### src/rtl/interrupt_controller.sv
// Multi-source interrupt controller: pending/mask bits, fixed priority (lowest index wins),
// time-slice timer, and saved-PC/cause registers that drive the PC redirect to the OS vector.
module interrupt_controller #(
  parameter int                   NUM_SRC     = 4,
  parameter int                   PC_WIDTH    = 11,
  parameter int                   TIMER_WIDTH = 16,
  parameter logic [PC_WIDTH-1:0]  VECTOR_PC   = '0,
  parameter logic [NUM_SRC-1:0]   MASK_RESET  = '1
) (
  input  logic                   i_clk,
  input  logic                   i_rst,
  input  logic [NUM_SRC-1:0]     i_irq_in,
  input  logic                   i_halt,
  input  logic                   i_set_timer,
  input  logic [TIMER_WIDTH-1:0] i_timer_value,
  input  logic                   i_mask_wr,
  input  logic [NUM_SRC-1:0]     i_mask_data,
  input  logic                   i_ack,
  input  logic [PC_WIDTH-1:0]    i_pc_next,
  output logic                   o_take,
  output logic [PC_WIDTH-1:0]    o_vector_pc,
  output logic [PC_WIDTH-1:0]    o_saved_pc,
  output logic [31:0]            o_cause,
  output logic [NUM_SRC-1:0]     o_pending,
  output logic [NUM_SRC-1:0]     o_mask,
  output logic                   o_in_service
);

  localparam int IDX_W = (NUM_SRC > 2) ? $clog2(NUM_SRC) : 1;
  // Lines 0 and 1 are internal sources; only external lines feed the edge detector.
  localparam logic [NUM_SRC-1:0] EXT_MASK = ~(NUM_SRC'(3));

  typedef enum logic [0:0] {S_IDLE = 1'b0, S_SERVICE = 1'b1} state_t;

  state_t                 r_state, w_state_next;
  logic [NUM_SRC-1:0]     r_pending, w_pending_next;
  logic [NUM_SRC-1:0]     r_mask;
  logic [NUM_SRC-1:0]     r_irq_prev;
  logic [PC_WIDTH-1:0]    r_saved_pc, w_saved_pc_next;
  logic [31:0]            r_cause, w_cause_next;
  logic [TIMER_WIDTH-1:0] r_timer, w_timer_next;

  logic [NUM_SRC-1:0]     w_irq_ext;
  logic [NUM_SRC-1:0]     w_set;
  logic [NUM_SRC-1:0]     w_eligible;
  logic [NUM_SRC-1:0]     w_clear;
  logic [IDX_W-1:0]       w_winner;
  logic                   w_timer_fire;
  logic                   w_take;

  assign w_irq_ext  = i_irq_in & EXT_MASK;
  assign w_eligible = r_pending & r_mask;

  // Timer: a load overrides both decrement and expiry; counting only while IDLE.
  always_comb begin
    w_timer_next = r_timer;
    w_timer_fire = 1'b0;
    if (i_set_timer) begin
      w_timer_next = i_timer_value;
    end else if ((r_state == S_IDLE) && (r_timer != '0)) begin
      w_timer_next = r_timer - TIMER_WIDTH'(1);
      w_timer_fire = (r_timer == TIMER_WIDTH'(1));
    end else begin
      w_timer_next = r_timer;
    end
  end

  assign w_set = (w_irq_ext & ~r_irq_prev) | NUM_SRC'({w_timer_fire, i_halt});

  // Lowest eligible index wins; scanning downward leaves the lowest match last.
  always_comb begin
    w_winner = '0;
    for (int i = NUM_SRC - 1; i >= 0; i--) begin
      if (w_eligible[i]) begin
        w_winner = IDX_W'(i);
      end else begin
        w_winner = w_winner;
      end
    end
  end

  // FSM next state, take decision and capture values.
  always_comb begin
    w_state_next    = r_state;
    w_take          = 1'b0;
    w_cause_next    = r_cause;
    w_saved_pc_next = r_saved_pc;
    w_clear         = '0;
    case (r_state)
      S_IDLE: begin
        if ((|w_eligible) && !i_rst) begin
          w_take          = 1'b1;
          w_state_next    = S_SERVICE;
          w_cause_next    = 32'(w_winner) + 32'd1;
          w_saved_pc_next = i_pc_next;
          w_clear         = NUM_SRC'(1) << w_winner;
        end else begin
          w_take = 1'b0;
        end
      end
      S_SERVICE: begin
        if (i_ack) begin
          w_state_next = S_IDLE;
          w_cause_next = 32'd0;
        end else begin
          w_state_next = S_SERVICE;
        end
      end
      default: begin
        w_state_next = S_IDLE;
        w_cause_next = 32'd0;
      end
    endcase
  end

  // A set event in the same cycle as the clear leaves the bit pending.
  assign w_pending_next = (r_pending & ~w_clear) | w_set;

  // State and data registers.
  always_ff @(posedge i_clk or posedge i_rst) begin
    if (i_rst) begin
      r_state    <= S_IDLE;
      r_pending  <= '0;
      r_mask     <= MASK_RESET;
      r_irq_prev <= '0;
      r_saved_pc <= '0;
      r_cause    <= 32'd0;
      r_timer    <= '0;
    end else begin
      r_state    <= w_state_next;
      r_pending  <= w_pending_next;
      r_mask     <= i_mask_wr ? i_mask_data : r_mask;
      r_irq_prev <= w_irq_ext;
      r_saved_pc <= w_saved_pc_next;
      r_cause    <= w_cause_next;
      r_timer    <= w_timer_next;
    end
  end

  assign o_take       = w_take;
  assign o_vector_pc  = VECTOR_PC;
  assign o_saved_pc   = r_saved_pc;
  assign o_cause      = r_cause;
  assign o_pending    = r_pending;
  assign o_mask       = r_mask;
  assign o_in_service = (r_state == S_SERVICE);

endmodule

### config.mk
export PLATFORM = sky130hd
export DESIGN_NAME = interrupt_controller
export DESIGN_NICKNAME = d
export VERILOG_FILES = /design/src/rtl/interrupt_controller.sv
export SDC_FILE = /design/constraint.sdc
export NUM_CORES = 1
export LEC_CHECK = 0
export BUFFER_PORTS_ARGS = -buffer_cell sky130_fd_sc_hd__buf_2
export CELL_PAD_IN_SITES_DETAIL_PLACEMENT = 2
export CELL_PAD_IN_SITES_GLOBAL_PLACEMENT = 2
export CORE_ASPECT_RATIO = 0.7
export CORE_UTILIZATION = 29
export DETAILED_ROUTE_END_ITERATION = 8
export HOLD_SLACK_MARGIN = 0.05
export PLACE_DENSITY_LB_ADDON = 0.05
export SETUP_SLACK_MARGIN = 0.4
export SLEW_MARGIN = 5
export SYNTH_ARGS = -nofsm -noshare
export SYNTH_HDL_FRONTEND = slang
export SYNTH_SLANG_ARGS = --single-unit
### constraint.sdc
create_clock -name i_clk -period 7.1 [get_ports i_clk]
set_input_delay 0.355 -clock i_clk [delete_from_list [all_inputs] [get_ports i_clk]]
set_output_delay 0.355 -clock i_clk [all_outputs]
set_load 0.01 [all_outputs]
* After elaboration in Yosys (flattened, before gate mapping)
Index checks and enable logic that the tools add are counted.
** Word-level totals
- Flip-flop bits (word level) :: 70
- Output and inout port bits :: 64
- Logic and storage cells :: 46
- Bits of input ports :: 41
** Cells by class
- $add $sub $neg :: 2
- Mux-type cells :: 17
- Bitwise operators :: 8
- Equal/unequal tests :: 3
- Shift operators :: 1
- Reduce and logical (&&, ||, !) cells :: 8
** Operators by type and width (count)
- $mux W32 :: 2
- $pmux W32 S2 :: 1
- $mux W16 :: 2
- $eq A16 B1 Y1 const B :: 1
- $reduce_bool A16 Y1 :: 1
- $sub A16 B1 Y16 const B :: 1
- $and A4 B4 Y4 :: 3
- $mux W2 :: 4
- $mux W4 :: 2
- $not A4 Y4 :: 2
- $mux W1 :: 5
- $or A4 B2 Y4 :: 1
- $or A4 B4 Y4 :: 1
- $reduce_and A2 Y1 :: 2
- $reduce_or A4 Y1 :: 1
- $shl A1 B2 Y4 const A :: 1
- $add A2 B1 Y3 const B :: 1
- $logic_and A1 B1 Y1 :: 2
- $ne A2 B1 Y1 const B :: 1
- $ne A2 B2 Y1 const B :: 1
- $pmux W1 S2 :: 1
- $reduce_bool A2 Y1 :: 1
- $logic_not A1 Y1 :: 1
- $not A1 Y1 :: 1

* Logic depth before layout (Yosys ltp)
- Depth after elaboration :: 11
- Mapped depth :: 7
- Mapped depth without buffers :: 7

* Least setup slack after synthesis
Ideal clock, no wire load.
- Kind :: flip-flop to flip-flop
- From :: register r_timer[11]
- To :: register r_timer[8]
- Stages on the path, launching flop included :: 7
- Setup time :: 126 ps
- Path buffers :: 2
- Clock period less this slack :: 2236 ps
- Arrival :: 2110 ps
- Setup slack :: 4864 ps
- Data required time :: 6974 ps
- Path through :: dfrtp_1 or4_1 buf_2 or4_4 buf_6 nor4b_4 a221o_1
** On the way
- Longest elaborated chain between the ends :: 3
** Ends and longest elaborated chain
- start: declaration :: line 41 : logic [TIMER_WIDTH-1:0] r_timer, w_timer_next;
- start signal: assignment :: line 136 : r_timer <= w_timer_next;
- $reduce_bool A16 Y1 :: line 60 : end else if ((r_state == S_IDLE) && (r_timer != '0)) begin
- $logic_and A1 B1 Y1 :: line 60
- $reduce_bool A2 Y1 (no line)
No other way between the ends.
A chain may end at the register's enable or synchronous reset.

* Worst setup path after layout
- From :: register r_pending[2] (netlist: o_pending[2])
- To :: output o_take
** On the way
- Longest elaborated chain between the ends :: 5
** Ends and longest elaborated chain
- start: declaration :: line 36 : logic [NUM_SRC-1:0] r_pending, w_pending_next;
- start signal: assignment :: line 131 : r_pending <= w_pending_next;
- $and A4 B4 Y4 :: line 52 : assign w_eligible = r_pending & r_mask;
- $reduce_or A4 Y1 :: line 91 : if ((|w_eligible) && !i_rst) begin
- $logic_and A1 B1 Y1 :: line 91
- $mux W1 :: line 91
- $mux W1 :: line 89 : case (r_state)
- end: declaration :: line 20 : output logic o_take,
No other way between the ends.

==> impl_metrics.json <==
{
  "vias": 2048,
  "worstHoldPathCells": 1,
  "grt_pass1_vias": 2125,
  "wire_per_inst_um": 16.21,
  "cp_cell_sequence": "a22oi_1 > a211o_1 > inv_1 > buf_2",
  "violations": "DRC",
  "portBuffers": 62,
  "first_pass_iters": 6,
  "cts_buffers": 5,
  "drive_above_1_share": 0.2609,
  "grt_overflow": 0,
  "slew_violations": 0,
  "outcome": "finished, violations left",
  "syn2layout_area_growth_pct": 16.55,
  "crit_arrival_ps": 2220,
  "start_kind": "flip-flop",
  "rsz0062_at_grt": "false",
  "crit_path_end_kind": "output pin",
  "hold_path_class": "in2reg",
  "clkTransAtPathRegs_ps": 60,
  "critPathMaxStageDelay_ps": 560,
  "cts_resized": 0,
  "vias_per_cell": 4.842,
  "antenna_found_initial": 0,
  "postCtsHoldBufs": 0,
  "synth_edf_count": 0,
  "die_y_um": 78.43,
  "pin_count": 105,
  "async_flop_share": 1.000,
  "hp-start": "i_irq_in[2]",
  "placed_area_um2": 2656,
  "grt_max_degree": 29,
  "yosysSeqAreaShare": 0.4261,
  "setup-tns-final_ps": 0,
  "postCtsSetupRepairBufs": 0,
  "cp_slowest_cell": "a211o_1",
  "ir_worst_vdd_mv": 0.1053,
  "min_to": "r_irq_prev[2]",
  "num-nets-final": 368,
  "power_uw": 776.4,
  "synth-seq-cells": 41,
  "finalSetupViolations": 0,
  "start_util": 0.3035,
  "drc_errors": 12,
  "synth_area_um2": 2420,
  "clock.fmax_mhz": 388.0,
  "crit_type": "reg2out",
  "critPathRequiredTime_ps": 6740,
  "powerDensity_nw_per_um2": 275.3,
  "hold_ws_ps": 195.2,
  "row_count": 27,
  "htree_num_levels": 2,
  "clk_latency_ps": 280,
  "place_congestion": 0.7138,
  "grt.total_usage": 0.1647,
  "hpwl_um": 5134,
  "maxCapViolCount": 0,
  "ys.flop_type": "dfrtp_1",
  "hold_viol": 0,
  "synth_warnings": 0,
  "slew_headroom": 0.4573,
  "worstReg2RegEnd": "r_timer[8]",
  "cts_max_path_buffers": 2,
  "place_ws_ps": 4702,
  "grt_busiest_layer": "met2",
  "fin_crit_ps": 2577,
  "yosysUniqueCellTypes": 53,
  "skew_ps": 4.872,
  "crit_fanout": 19,
  "drt-total-wl_um": 6856,
  "root_buffer": "clkbuf_16",
  "use_met3": 0.04402,
  "fp.dieW_um": 111.2,
  "antenna_cells": 0,
  "grt_pass1_wl_um": 11250,
  "synth.avg_cell_area_um2": 9.201,
  "final_util": 0.3537,
  "synthCells": 263,
  "gr-usage-met2": 0.2594,
  "reg2regPathDepth": 6,
  "tightest_slew_ps": 813.2,
  "finalInstanceArea_um2": 2820,
  "period_share": 0.3630,
  "setup_slack_ps": 4523,
  "instances_no_fill": 423,
  "cts_sinks": 41,
  "core_um2": 7973,
  "r2r-start": "r_timer[0]",
  "met1_usage": 0.2259,
  "reg2reg_setup_slack_ps": 4680,
  "power.leakage_nw": 1.379,
  "cts_tree": "done",
  "drtIter0Drc": 78,
  "dp.cells": 415,
  "dieArea_um2": 8719,
  "ant_nets": 0
}
-- how the worst max path moves through the flow --
stage / start / slack [ps] / to
floorplan: r_timer[11] / 4860 / r_timer[8]
global placement: r_timer[0] / 4720 / r_timer[8]
detailed placement: r_timer[0] / 4700 / r_timer[8]
CTS: o_pending[2] / 4400 / o_take
global route: o_pending[2] / 4270 / o_take
finish: o_pending[2] / 4520 / o_take
-- flip-flops by register name, summed over array words and instances, names as in the netlist --
name and count:
o_saved_pc 11, o_pending 4, o_in_service 1, r_timer 16, o_cause 3, o_mask 4
r_irq_prev 2
-- layout make-up --
| cell class | instances | area (um2) |
|---|---|---|
| clock inverters | 2 | 35.03 |
| fillers | 931 | 5152 |
| well taps | 101 | 126.4 |
| clock buffers | 6 | 128.9 |
| inverters | 12 | 45.04 |
| multi-input cells | 198 | 1136 |
| repair buffers | 63 | 317.8 |
| flip-flops and latches | 41 | 1031 |
-- cells in the mapped netlist (4+ instances only) --
cell type | instances | share of area
clkbuf_1 | 7 | 0.011
inv_1 | 12 | 0.019
nor3_1 | 5 | 0.010
o21ai_0 | 7 | 0.014
a21oi_1 | 7 | 0.014
dfrtp_1 | 37 | 0.38
nor2_1 | 9 | 0.014
nand2_1 | 50 | 0.078
buf_4 | 41 | 0.13
dfstp_2 | 4 | 0.043
nand3_1 | 5 | 0.010
ha_1 | 6 | 0.031
mux2_2 | 4 | 0.019
or4_1 | 8 | 0.025
-- worst max-delay path, delay by kind of cell, from the launching register on --
kind                   cells  cell delay, ps
buffers and inverters      2             670
flip-flops                 1             420
AO/OA/AOI/OAI              2             850
-- power breakdown --
part | leakage [nW] | internal (mW) | switching [mW]
Sequential | 0.482 | 0.281 | 0.0443
Combinational | 0.816 | 0.0762 | 0.118
Clock | 0.0808 | 0.165 | 0.0909
-- kinds of logic (layout without fill, tap and decap cells) --
group,Yosys count,in the layout,share of synthesized area
AND/OR/NAND/NOR,98,98,0.2068
buffers and inverters,63,83,0.1649
AO/OA/AOI/OAI,50,50,0.1510
flip-flops,41,41,0.4261
adder cells (fa/ha/maj),6,6,0.03102
multiplexers,4,4,0.01861
other,1,40,0.001550
-- metal layers --
metal / share of wire / vias up
met5: 0 / -
met2: 0.44 / 65
li1: - / 961
met3: 0.063 / 2
met1: 0.49 / 1020
met4: 0.0041 / 0
-- cells in the final DEF (no fill, tap or decap), drive strengths merged, types with 4 or more instances in the layout --
master and count:
dfrtp 37, a21oi 7, nand2 50, inv 12, mux2 4, conb 40
nor2 9, o21ai 8, or4 9, clkbuf 6, dfstp 4, buf 63
nand3 5, ha 6, nor3 5
No activity file was read; power rests on OpenSTA's default activity.
